<file path="src/rtl/fpga_exit_reporter.sv">
// UART exit-value reporter: on a rising exit_valid_i, sends "EXIT:" plus 8 uppercase hex digits, 8N1.
// Define FPGA_EXIT_REPORTER_CRLF_EN to append CR LF to every report.
module fpga_exit_reporter #(
  parameter int CLKS_PER_BIT = 130
) (
  input  logic        clk_i,
  input  logic        rst_i,
  input  logic        exit_valid_i,
  input  logic [31:0] exit_value_i,
  output logic        tx_o,
  output logic        busy_o,
  output logic        done_o,
  output logic        exit_led_o
);

`ifdef FPGA_EXIT_REPORTER_CRLF_EN
  localparam int N_CHARS = 15;
`else
  localparam int N_CHARS = 13;
`endif

  localparam logic [15:0] BAUD_MAX  = 16'(CLKS_PER_BIT - 1);
  localparam logic [3:0]  LAST_CHAR = 4'(N_CHARS - 1);

  typedef enum logic [2:0] {IDLE, START, DATA, STOP, DONE} state_e;

  state_e      state_q;
  logic        valid_q;
  logic [15:0] baud_q;
  logic [2:0]  bit_q;
  logic [3:0]  char_q;
  logic [31:0] value_q;
  logic        tx_q, busy_q, done_q, led_q;

  logic        rise;
  logic [3:0]  nib;
  logic [7:0]  char_byte;

  function automatic logic [7:0] hex_ascii(input logic [3:0] n);
    return (n < 4'd10) ? (8'h30 + {4'h0, n}) : (8'h37 + {4'h0, n});
  endfunction

  assign rise = exit_valid_i & ~valid_q;

  // Byte currently being shifted out, selected by the character index.
  // NOTE: every always_comb output gets a default first so no path can infer a latch.
  always_comb begin
    nib       = 4'h0;
    char_byte = 8'h0A;
    case (char_q)
      4'd0: char_byte = 8'h45;
      4'd1: char_byte = 8'h58;
      4'd2: char_byte = 8'h49;
      4'd3: char_byte = 8'h54;
      4'd4: char_byte = 8'h3A;
      4'd5, 4'd6, 4'd7, 4'd8, 4'd9, 4'd10, 4'd11, 4'd12: begin
        nib       = 4'(value_q >> {(4'd12 - char_q), 2'b00});
        char_byte = hex_ascii(nib);
      end
      4'd13:   char_byte = 8'h0D;
      default: char_byte = 8'h0A;
    endcase
  end

  // NOTE: sequential state uses non-blocking assignments so every register updates from pre-edge values.
  always_ff @(posedge clk_i or posedge rst_i) begin
    if (rst_i) begin
      state_q <= IDLE;
      valid_q <= 1'b0;
      baud_q  <= '0;
      bit_q   <= '0;
      char_q  <= '0;
      value_q <= '0;
      tx_q    <= 1'b1;
      busy_q  <= 1'b0;
      done_q  <= 1'b0;
      led_q   <= 1'b0;
    end else begin
      valid_q <= exit_valid_i;
      case (state_q)
        IDLE, DONE: begin
          tx_q <= 1'b1;
          if (rise) begin
            state_q <= START;
            value_q <= exit_value_i;
            led_q   <= exit_value_i[0];
            baud_q  <= '0;
            bit_q   <= '0;
            char_q  <= '0;
            tx_q    <= 1'b0;
            busy_q  <= 1'b1;
            done_q  <= 1'b0;
          end
        end
        START: begin
          if (baud_q == BAUD_MAX) begin
            baud_q  <= '0;
            bit_q   <= '0;
            state_q <= DATA;
            tx_q    <= char_byte[0];
          end else begin
            baud_q <= baud_q + 16'd1;
          end
        end
        DATA: begin
          if (baud_q == BAUD_MAX) begin
            baud_q <= '0;
            if (bit_q == 3'd7) begin
              state_q <= STOP;
              tx_q    <= 1'b1;
            end else begin
              bit_q <= bit_q + 3'd1;
              tx_q  <= char_byte[bit_q + 3'd1];
            end
          end else begin
            baud_q <= baud_q + 16'd1;
          end
        end
        STOP: begin
          if (baud_q == BAUD_MAX) begin
            baud_q <= '0;
            if (char_q == LAST_CHAR) begin
              state_q <= DONE;
              busy_q  <= 1'b0;
              done_q  <= 1'b1;
              tx_q    <= 1'b1;
            end else begin
              char_q  <= char_q + 4'd1;
              state_q <= START;
              tx_q    <= 1'b0;
            end
          end else begin
            baud_q <= baud_q + 16'd1;
          end
        end
        default: begin
          state_q <= IDLE;
          tx_q    <= 1'b1;
          busy_q  <= 1'b0;
        end
      endcase
    end
  end

  assign tx_o       = tx_q;
  assign busy_o     = busy_q;
  assign done_o     = done_q;
  assign exit_led_o = led_q;

endmodule

</file>
<file path="config.mk">
export PLATFORM = sky130hd
export DESIGN_NAME = fpga_exit_reporter
export DESIGN_NICKNAME = d
export VERILOG_FILES = /design/src/rtl/fpga_exit_reporter.sv
export SDC_FILE = /design/constraint.sdc
export NUM_CORES = 1
export LEC_CHECK = 0
export BUFFER_PORTS_ARGS = -buffer_cell sky130_fd_sc_hd__buf_2
export CAP_MARGIN = 5
export CORE_UTILIZATION = 34
export DETAILED_ROUTE_END_ITERATION = 10
export MAX_ROUTING_LAYER = met4
export PLACE_DENSITY = 0.58
export SETUP_SLACK_MARGIN = 0.5
export SYNTH_ARGS = -nofsm -noshare
export SYNTH_HDL_FRONTEND = slang
export SYNTH_SLANG_ARGS = --single-unit
</file>
<file path="constraint.sdc">
create_clock -name clk_i -period 4.2 [get_ports clk_i]
set_input_delay 0.84 -clock clk_i [delete_from_list [all_inputs] [get_ports clk_i]]
set_output_delay 0.84 -clock clk_i [all_outputs]
set_load 0.05 [all_outputs]
</file>
==> impl_metrics.json, run 1 <==
{
  "drtPass1Iterations": 4,
  "synth_fa_ha_area_frac": 0.0285,
  "fp.dieH_um": 104,
  "core_sq_mm": 0.00991,
  "fill_cells": 982,
  "vias": 2640,
  "path_class": "register to register",
  "r2r_end": "tx_o$_DFFE_PP1P_",
  "core.rowCount": 36,
  "place_congestion": 0.839,
  "cts.path.max_buffers": 2,
  "powerDensity_mw_per_mm2": 628,
  "drive_gt1_frac": 0.291,
  "grt_pass1_wl_um": 12700,
  "period_share": 0.794,
  "antennaDiodeCount": 0,
  "utilization": 0.402,
  "grtUsageTotal": 0.151,
  "synth-async-reset-ratio": 1.00,
  "cp.arrival_ns": 3.60,
  "hpwl_um": 5300,
  "fin_hold_ws_ns": 0.505,
  "synthXorXnorAreaFrac": 0.0423,
  "maxCapViolations": 0,
  "fin_cells": 511,
  "vias_per_cell": 5.17,
  "die_w_um": 104,
  "yosysUniqueCellTypes": 55,
  "antenna_found_initial": 0,
  "grt_pass1_vias": 2616,
  "multiInputGateArea_sq_mm": 0.00182,
  "ant_nets": 0,
  "hold_path_end": "value_q[1]$_DFFE_PP0P_",
  "htree_levels": 3,
  "synthCells": 339,
  "worst-path-max-fanout": 17,
  "power_mw": 2.50,
  "cts_tree": "yes",
  "status": "finished, final reports clean",
  "slew_viol_final": 0,
  "drtIter0Drc": 187,
  "clock-root-buffer": "clkbuf_8",
  "postCtsSetupRepairBufs": 0,
  "hold_buffers": 0,
  "seq_area_frac_synth": 0.442,
  "synth_top_cells_by_area": "dfrtp_1 43%, mux2_2 11%, nor2_1 3.4%, o21ai_0 3.3%, mux2i_1 3.1%",
  "synth_compound_area_frac": 0.110,
  "ys_ff_latch": 62,
  "synth_common_cells": "61 x dfrtp_1, 35 x mux2_2, 32 x nor2_1, 25 x nand2_1, 23 x o21ai_0",
  "relSlewSlack": 0.503,
  "cpMaxStageDelayCell": "ha_2",
  "r2r_slack_ns": 0.87,
  "seq_area_sq_mm": 0.00155,
  "drt-total-wl_um": 7400,
  "grt_max_degree": 38,
  "syn_to_final_growth_pct": 13.2,
  "cts_sinks": 62,
  "start_util": 0.355,
  "cts_buffers": 9,
  "clk_pin_slew_ns": 0.07,
  "ir_worst_vdd_mv": 0.270,
  "worst_slew_pin_slew_ns": 0.745,
  "path_cells": "inv_1 > ha_2 > mux4_2 > mux2i_1 > nand3b_1 > o21ai_0 > a2111oi_4 > a221oi_1 > o22ai_1",
  "yosys.area_share.simple": 0.173,
  "setup_viol": 0,
  "design.die.area_sq_mm": 0.0108,
  "postCtsResizedCells": 0,
  "critPathCaptureType": "register",
  "fmax_mhz": 300,
  "layout_min_cycle_time_ns": 3.33,
  "synth_top_family_by_area": "simple AND/OR/NAND/NOR gates",
  "remaining_drc_errors": 0,
  "synth_edf_count": 0,
  "synth_warnings": 0,
  "tns_ns": 0,
  "io_buffers": 38,
  "netlist_area_sq_mm": 0.00352,
  "fin_skew_ns": 0.00551,
  "synth_top_area_cell": "dfrtp_1",
  "synth_most_common_cell": "dfrtp_1",
  "hold_path.class": "register to register",
  "synth_top_cell_area_share": 0.434,
  "ys.flop_type": "dfrtp_1",
  "avgRoutedWirePerCell_um": 14.5,
  "worstSetupStartpointType": "register",
  "worst_ep_required_time_ns": 4.47,
  "hold_viol_final": 0,
  "dp_cells": 495,
  "rsz0062_at_grt": "no",
  "overflow": 0,
  "clk_latency_ns": 0.35,
  "synthMuxAreaShare": 0.160,
  "regToRegStartpoint": "char_q[0]$_DFFE_PP0P_",
  "min_delay_path_depth": 1,
  "r2r_cells": 9,
  "nets": 416,
  "hold_path_startpoint": "value_q[1]$_DFFE_PP0P_",
  "syn_nets": 382,
  "syn_area_per_cell_sq_um": 10.4,
  "cp_slowest_stage_delay_ns": 0.65,
  "p_leak_nw": 1.67,
  "ios": 39
}
power breakdown:
part,internal [mW],switching [mW]
sequential,0.808,0.190
clock,0.272,0.243
combinational,0.471,0.514
placed cells by master, fill, tap and decap left out, drive strengths merged, types with 10 or more instances in the layout:
cell     n
dfrtp   61
buf     41
mux2    36
nor2    35
nand2   26
o21ai   25
nand3   13
mux2i   11
inv     11
clkbuf  10
state kept, by name, indices dropped and copies added, names as in the netlist:
name     cells
baud_q      16
value_q     32
done_o       1
busy_o       1
valid_q      1
state_q      3
tx_o         1
bit_q        3
char_q       4
layout make-up:
cell class              count  area share
well taps                 133      0.0418
multi-input cells         248       0.456
flip-flops and latches     62       0.390
clock buffers              10      0.0321
repair buffers             41      0.0535
inverters                  11      0.0104
clock inverters             6      0.0157
metrics by stage:
stage	setup WS, ns	instance area, sq um
after global placement	0.783	3790
after floorplan	1.24	3520
final	0.866	3980
after CTS	0.683	3980
after global routing	0.585	3980
after detailed placement	0.724	3790
metal layers:
layer  track usage  up-vias  routed length [um]
li1              -     1290                   -
met1         0.200     1270                3700
met2         0.221       61                3280
met3        0.0289       19                 247
met4        0.0776        0                 169
met5             -        -                   0
worst max path at each step:
stage	start	depth (start not counted)	slack, ns	endpoint
after floorplan	char_q[0]$_DFFE_PP0P_	12	1.24	tx_o$_DFFE_PP1P_
after global placement	char_q[0]$_DFFE_PP0P_	9	0.78	tx_o$_DFFE_PP1P_
after global routing	char_q[0]$_DFFE_PP0P_	9	0.59	tx_o$_DFFE_PP1P_
final	char_q[0]$_DFFE_PP0P_	9	0.87	tx_o$_DFFE_PP1P_
after detailed placement	char_q[0]$_DFFE_PP0P_	9	0.72	tx_o$_DFFE_PP1P_
after CTS	char_q[0]$_DFFE_PP0P_	9	0.68	tx_o$_DFFE_PP1P_
critical path: cells and delay by family (launching register included):
family | cells | cell delay (ns)
flops | 1 | 0.57
simple gates | 1 | 0.15
buf+inv | 1 | 0.20
mux | 2 | 0.77
fa+ha+maj | 1 | 0.65
compound gates | 4 | 0.91
kinds of logic (layout without fill, tap and decap cells):
family,count (synthesis),in the layout
buf+inv,29,68
simple gates,118,118
compound gates,56,56
mux,49,49
xor+xnor,17,17
flops,62,62
fa+ha+maj,8,8
No activity file was read; power rests on OpenSTA's default activity.
==> inputs of run 2 (changes only) <==
- clock period: 4.2 -> 3.4 ns (I/O delays scaled with it)
==> impl_metrics.json, run 2 (synthesized netlist as in run 1, its figures left out) <==
{
  "status": "finished, final reports clean",
  "cts.path.max_buffers": 2,
  "antenna_found_initial": 0,
  "vias": 2616,
  "overflow": 0,
  "die_w_um": 104,
  "r2r_end": "tx_o$_DFFE_PP1P_",
  "top_register": "value_q",
  "drive_gt1_frac": 0.312,
  "worst_ep_required_time_ns": 3.66,
  "worst-path-max-fanout": 13,
  "cp_num_buf_inv": 2,
  "cts_sinks": 62,
  "io_buffers": 38,
  "drt-total-wl_um": 7480,
  "antennaDiodeCount": 0,
  "clk_latency_ns": 0.35,
  "layout_common_cells": "60 x dfrtp_1, 38 x buf_2, 35 x mux2_2, 32 x nor2_1, 25 x nand2_1",
  "hpwl_um": 5330,
  "path_class": "register to register",
  "ant_nets": 0,
  "powerDensity_mw_per_mm2": 781,
  "switching_share": 0.379,
  "fill_cells": 994,
  "fmax_mhz": 356,
  "start_util": 0.355,
  "layout_min_cycle_time_ns": 2.81,
  "power.share.sequential": 0.385,
  "worst_slew_pin_slew_ns": 0.814,
  "utilization": 0.408,
  "nets": 420,
  "clk_pin_slew_ns": 0.06,
  "design.die.area_sq_mm": 0.0108,
  "core_sq_mm": 0.00991,
  "critPathCaptureType": "register",
  "critPathTopFamily": "multiplexers",
  "grt_pass1_wl_um": 13000,
  "hold_path_startpoint": "exit_valid_i",
  "mostFrequentLayoutCell": "dfrtp_1",
  "timing.final.ws_setup_ns": 0.589,
  "reg_top3": "value_q: 32 flops, baud_q: 16 flops, char_q: 4 flops",
  "remaining_drc_errors": 0,
  "cts_buffers": 9,
  "cp.arrival_ns": 3.07,
  "drtIter0Drc": 184,
  "clock-root-buffer": "clkbuf_8",
  "ir_worst_vdd_mv": 0.334,
  "setup_viol": 0,
  "r2r_slack_ns": 0.59,
  "worstSetupStartpointType": "register",
  "combPwrFrac": 0.424,
  "vias_per_cell": 5.08,
  "htree_levels": 3,
  "syn_to_final_growth_pct": 14.9,
  "min_delay_path_depth": 1,
  "internal_power_mw": 1.96,
  "relSlewSlack": 0.455,
  "r2r_cells": 10,
  "clkPwrFrac": 0.191,
  "largest_reg_flops": 32,
  "power_mw": 3.16,
  "avgRoutedWirePerCell_um": 14.5,
  "drtPass1Iterations": 4,
  "tns_ns": 0,
  "period_share": 0.827,
  "grtUsageTotal": 0.154,
  "slew_viol_final": 0,
  "place_congestion": 0.814,
  "regToRegStartpoint": "char_q[1]$_DFFE_PP0P_",
  "hold_viol_final": 0,
  "cp_slowest_stage_delay_ns": 0.52,
  "p_leak_nw": 1.70,
  "rsz0062_at_grt": "yes",
  "hold_path.class": "input pin to register",
  "hold_path_end": "valid_q$_DFF_PP0_",
  "place_ws_ns": 0.322,
  "fp.dieH_um": 104,
  "cts_tree": "yes",
  "path_cells": "inv_1 > ha_4 > buf_6 > mux4_2 > mux2i_2 > nand3b_1 > and3_1 > o311a_1 > a311oi_1 > o22ai_1",
  "grt_pass1_vias": 2662,
  "p_switching_mw": 1.20,
  "core.rowCount": 36,
  "maxCapViolations": 0,
  "fin_skew_ns": 0.0107,
  "grt_max_degree": 63,
  "ios": 39,
  "cpMaxStageDelayCell": "mux4_2"
}
run 2: repair_timing:
| action | in CTS | in global routing |
|---|---|---|
| buffers inserted | 0 | 2 |
| endpoints found under the hold margin | 0 | 0 |
| gates resized for setup | 5 | 7 |
| setup endpoints to repair | 1 | 2 |
| hold buffers | 0 | 0 |
run 2: cell type report:
class / count / area, sq um / area share
Sequential cell: 62 / 1550 / 0.385
Clock inverter: 3 / 17.5 / 0.00433
Clock buffer: 13 / 169 / 0.0418
Tap cell: 133 / 166 / 0.0412
Timing Repair Buffer: 45 / 246 / 0.0610
Multi-Input combinational cell: 248 / 1850 / 0.457
Inverter: 11 / 41.3 / 0.0102
run 2: power by group through the flow:
stage               combinational (mW)  sequential (mW)  clock, mW
floorplan                         1.01             1.19          0
global placement                  1.23             1.23          0
detailed placement                1.26             1.23          0
CTS                               1.31             1.22      0.624
global route                      1.47             1.26      0.653
finish                            1.34             1.22      0.604
run 2: how the worst max path moves through the flow:
stage	from	to	slack (ns)	cells past startpoint
detailed placement	char_q[1]$_DFFE_PP0P_	tx_o$_DFFE_PP1P_	0.32	10
CTS	char_q[0]$_DFFE_PP0P_	tx_o$_DFFE_PP1P_	0.55	10
floorplan	char_q[0]$_DFFE_PP0P_	tx_o$_DFFE_PP1P_	0.53	12
global placement	char_q[1]$_DFFE_PP0P_	tx_o$_DFFE_PP1P_	0.48	10
finish	char_q[1]$_DFFE_PP0P_	tx_o$_DFFE_PP1P_	0.59	10
global route	char_q[1]$_DFFE_PP0P_	tx_o$_DFFE_PP1P_	0.45	10
run 2: through the flow:
step	hold slack, ns	cell area [sq um]	std cells
2_1_floorplan	0.473	3520	339
3_3_place_gp	0.489	3800	497
3_5_place_dp	0.494	3800	497
4_1_cts	0.449	4010	513
5_1_grt	0.452	4040	515
6_report	0.464	4040	515
run 2: worst register-to-register path, stage by stage, from the launching register on:
cell and delay, ns:
dfrtp_1 0.39, inv_1 0.11, ha_4 0.32, buf_6 0.18, mux4_2 0.52, mux2i_2 0.21
nand3b_1 0.16, and3_1 0.21, o311a_1 0.32, a311oi_1 0.21, o22ai_1 0.11
run 2: routing by layer:
layer,track usage,part of all wire,vias up
met4,0.0571,0.014,0
met3,0.0334,0.038,12
met1,0.201,0.48,1250
li1,-,-,1298
met5,-,0,-
met2,0.237,0.47,56
==> inputs of run 3 (changes only) <==
- ABC_AREA: default -> 1
- clock period: 3.4 -> 2.6 ns (I/O delays scaled with it)
==> impl_metrics.json, run 3 <==
{
  "synth_top_area_cell": "dfrtp_1",
  "tns_ns": 0,
  "period_share": 0.792,
  "synth_warnings": 0,
  "synthCells": 488,
  "fin_hold_ws_ns": 0.241,
  "core_sq_mm": 0.0103,
  "hold_viol_final": 0,
  "r2r_end": "tx_o$_DFFE_PP1P_",
  "rsz0062_at_grt": "yes",
  "cp.arrival_ns": 2.34,
  "io_buffers": 38,
  "yosysUniqueCellTypes": 37,
  "ant_nets": 0,
  "layout_min_cycle_time_ns": 2.06,
  "netlist_area_sq_mm": 0.00357,
  "fmax_mhz": 486,
  "slew_viol_final": 0,
  "clk_pin_slew_ns": 0.07,
  "cts_sinks": 62,
  "regToRegStartpoint": "char_q[0]$_DFFE_PP0P_",
  "powerDensity_mw_per_mm2": 451,
  "antennaDiodeCount": 0,
  "largest_reg_flops": 32,
  "relSlewSlack": 0.597,
  "stdcell_area_sq_mm": 0.00440,
  "remaining_drc_errors": 0,
  "cts.path.max_buffers": 2,
  "grt_pass1_vias": 3247,
  "fin_cells": 683,
  "antenna_found_initial": 0,
  "critPathCaptureType": "register",
  "synth_common_cells": "151 x nand2_1, 61 x dfrtp_1, 57 x inv_1, 42 x nand3_1, 39 x o21ai_0",
  "syn_to_final_growth_pct": 23.2,
  "drt-total-wl_um": 8400,
  "p_leak_nw": 2.19,
  "reg_top3": "value_q: 32 flops, baud_q: 16 flops, char_q: 4 flops",
  "mostFrequentLayoutCell": "nand2_1",
  "ir_worst_vdd_mv": 0.241,
  "r2r_cells": 15,
  "synth_most_common_cell": "nand2_1",
  "start_util": 0.348,
  "worst-path-max-fanout": 5,
  "path_class": "register to register",
  "grtUsageTotal": 0.171,
  "worstSetupStartpointType": "register",
  "cts_buffers": 9,
  "clock-root-buffer": "clkbuf_8",
  "grt_max_degree": 53,
  "worst_ep_required_time_ns": 2.88,
  "fin_skew_ns": 0.0114,
  "synth_top_cell_area_share": 0.427,
  "synth_edf_count": 0,
  "design.die.area_sq_mm": 0.0109,
  "hpwl_um": 6000,
  "htree_levels": 3,
  "utilization": 0.428,
  "place_congestion": 0.896,
  "status": "finished, final reports clean",
  "setup_viol": 0,
  "hold_buffers": 0,
  "synth-async-reset-ratio": 1.00,
  "seq_area_frac_synth": 0.435,
  "worst_slew_pin_slew_ns": 0.604,
  "syn_area_per_cell_sq_um": 7.32,
  "ys_ff_latch": 62,
  "synth_top_cells_by_area": "dfrtp_1 43%, nand2_1 16%, inv_1 6.0%, nand3_1 5.9%, o21ai_0 5.5%",
  "grt_pass1_wl_um": 14700,
  "cts_tree": "yes",
  "avgRoutedWirePerCell_um": 12.3,
  "dp_cells": 656,
  "nets": 585,
  "drtPass1Iterations": 4,
  "ys.flop_type": "dfrtp_1",
  "die_w_um": 105,
  "hold_path.class": "input pin to asynchronous set/reset pin",
  "drive_gt1_frac": 0.234,
  "vias": 3272,
  "vias_per_cell": 4.79,
  "layout_common_cells": "144 x nand2_1, 60 x dfrtp_1, 53 x inv_1, 38 x buf_2, 36 x o21ai_0",
  "core.rowCount": 37,
  "r2r_slack_ns": 0.54,
  "fp.dieH_um": 105,
  "top_register": "value_q",
  "maxCapViolations": 0,
  "drtIter0Drc": 192,
  "syn_nets": 531,
  "overflow": 0,
  "ios": 39,
  "placed_area_sq_mm": 0.00393,
  "clk_latency_ns": 0.35
}
==> run 3: cell types whose count changed in the layout (fill, tap and decap cells not counted), moves of 9 or more <==
cell     change
nand2_1    +119
o21ai_0     +15
mux2_2      -35
a21oi_1     +15
nand3_2      +9
nand3_1     +22
mux2i_1     -10
inv_1       +44
xnor2_1      -9
==> run 3: worst max-delay path by stage <==
stage                                from  cells past startpoint                     end
global route        char_q[1]$_DFFE_PP0P_                     15        tx_o$_DFFE_PP1P_
global placement             exit_valid_i                     13  baud_q[15]$_DFFE_PP0P_
CTS                 char_q[0]$_DFFE_PP0P_                     16        tx_o$_DFFE_PP1P_
finish              char_q[0]$_DFFE_PP0P_                     15        tx_o$_DFFE_PP1P_
detailed placement           exit_valid_i                     13  baud_q[15]$_DFFE_PP0P_
floorplan           char_q[0]$_DFFE_PP0P_                     17        tx_o$_DFFE_PP1P_
==> run 3: what timing repair did <==
action | CTS | global route
resized for setup | 2 | 42
hold endpoints to repair | 0 | 0
buffers inserted | 2 | 9
pin swaps | 0 | 13
gates cloned | 0 | 0
endpoints found under the setup margin | 3 | 16
==> run 3: layer usage <==
layer  wire length [um]  up-vias  track usage  share of wire
li1                   -     1677            -              -
met1               4220     1541        0.231           0.50
met2               3820       47        0.250           0.45
met3                281        7       0.0426          0.033
met4                 84        0       0.0541          0.010
met5                  0        -            -              0
==> run 3: critical path, stage by stage, from the launching register on <==
cell and delay [ns]:
dfrtp_1 0.39, inv_2 0.08, ha_4 0.29, clkinvlp_4 0.16
buf_6 0.16, nand2_1 0.05, nand3_1 0.08, nand3_2 0.12
nand2_2 0.09, nand2_1 0.08, nand3_1 0.09, nand4_1 0.09
nand2_1 0.05, nand3_1 0.06, nand2_1 0.06, a21oi_2 0.13
==> run 3: through the flow <==
stage / setup WS, ns / power [mW]
final: 0.541 / 1.99
after detailed placement: 0.309 / 1.05
after CTS: 0.469 / 2.01
after floorplan: 0.511 / 1.01
after global placement: 0.367 / 1.05
after global routing: 0.311 / 2.07
==> run 3: cell families (layout without fill, tap and decap cells) <==
| family | after synthesis | in the layout | synth area share |
|---|---|---|---|
| DFF | 62 | 62 | 0.435 |
| buffers and inverters | 75 | 134 | 0.0826 |
| adders and majority gates | 8 | 8 | 0.0280 |
| xor gates and xnor gates | 1 | 1 | 0.00245 |
| AOI/OAI and AO/OA | 73 | 73 | 0.108 |
| and+or+nand+nor | 269 | 269 | 0.345 |
==> run 3: report_power, final <==
group          switching, mW  leakage [nW]  internal, mW
sequential           0.00121         0.674         0.966
combinational         0.0355          1.42        0.0231
clock                  0.395         0.102         0.566
total                  0.431          2.19          1.56
==> run 3: final cells by class <==
| class | count | area [sq um] |
|---|---|---|
| multi-input combinational | 351 | 1870 |
| inverter | 63 | 240 |
| timing repair buffer | 55 | 342 |
| clock buffer | 11 | 141 |
| sequential | 62 | 1550 |
| fill | 1070 | 5870 |
| clock inverter | 5 | 82.6 |
| tap | 136 | 170 |
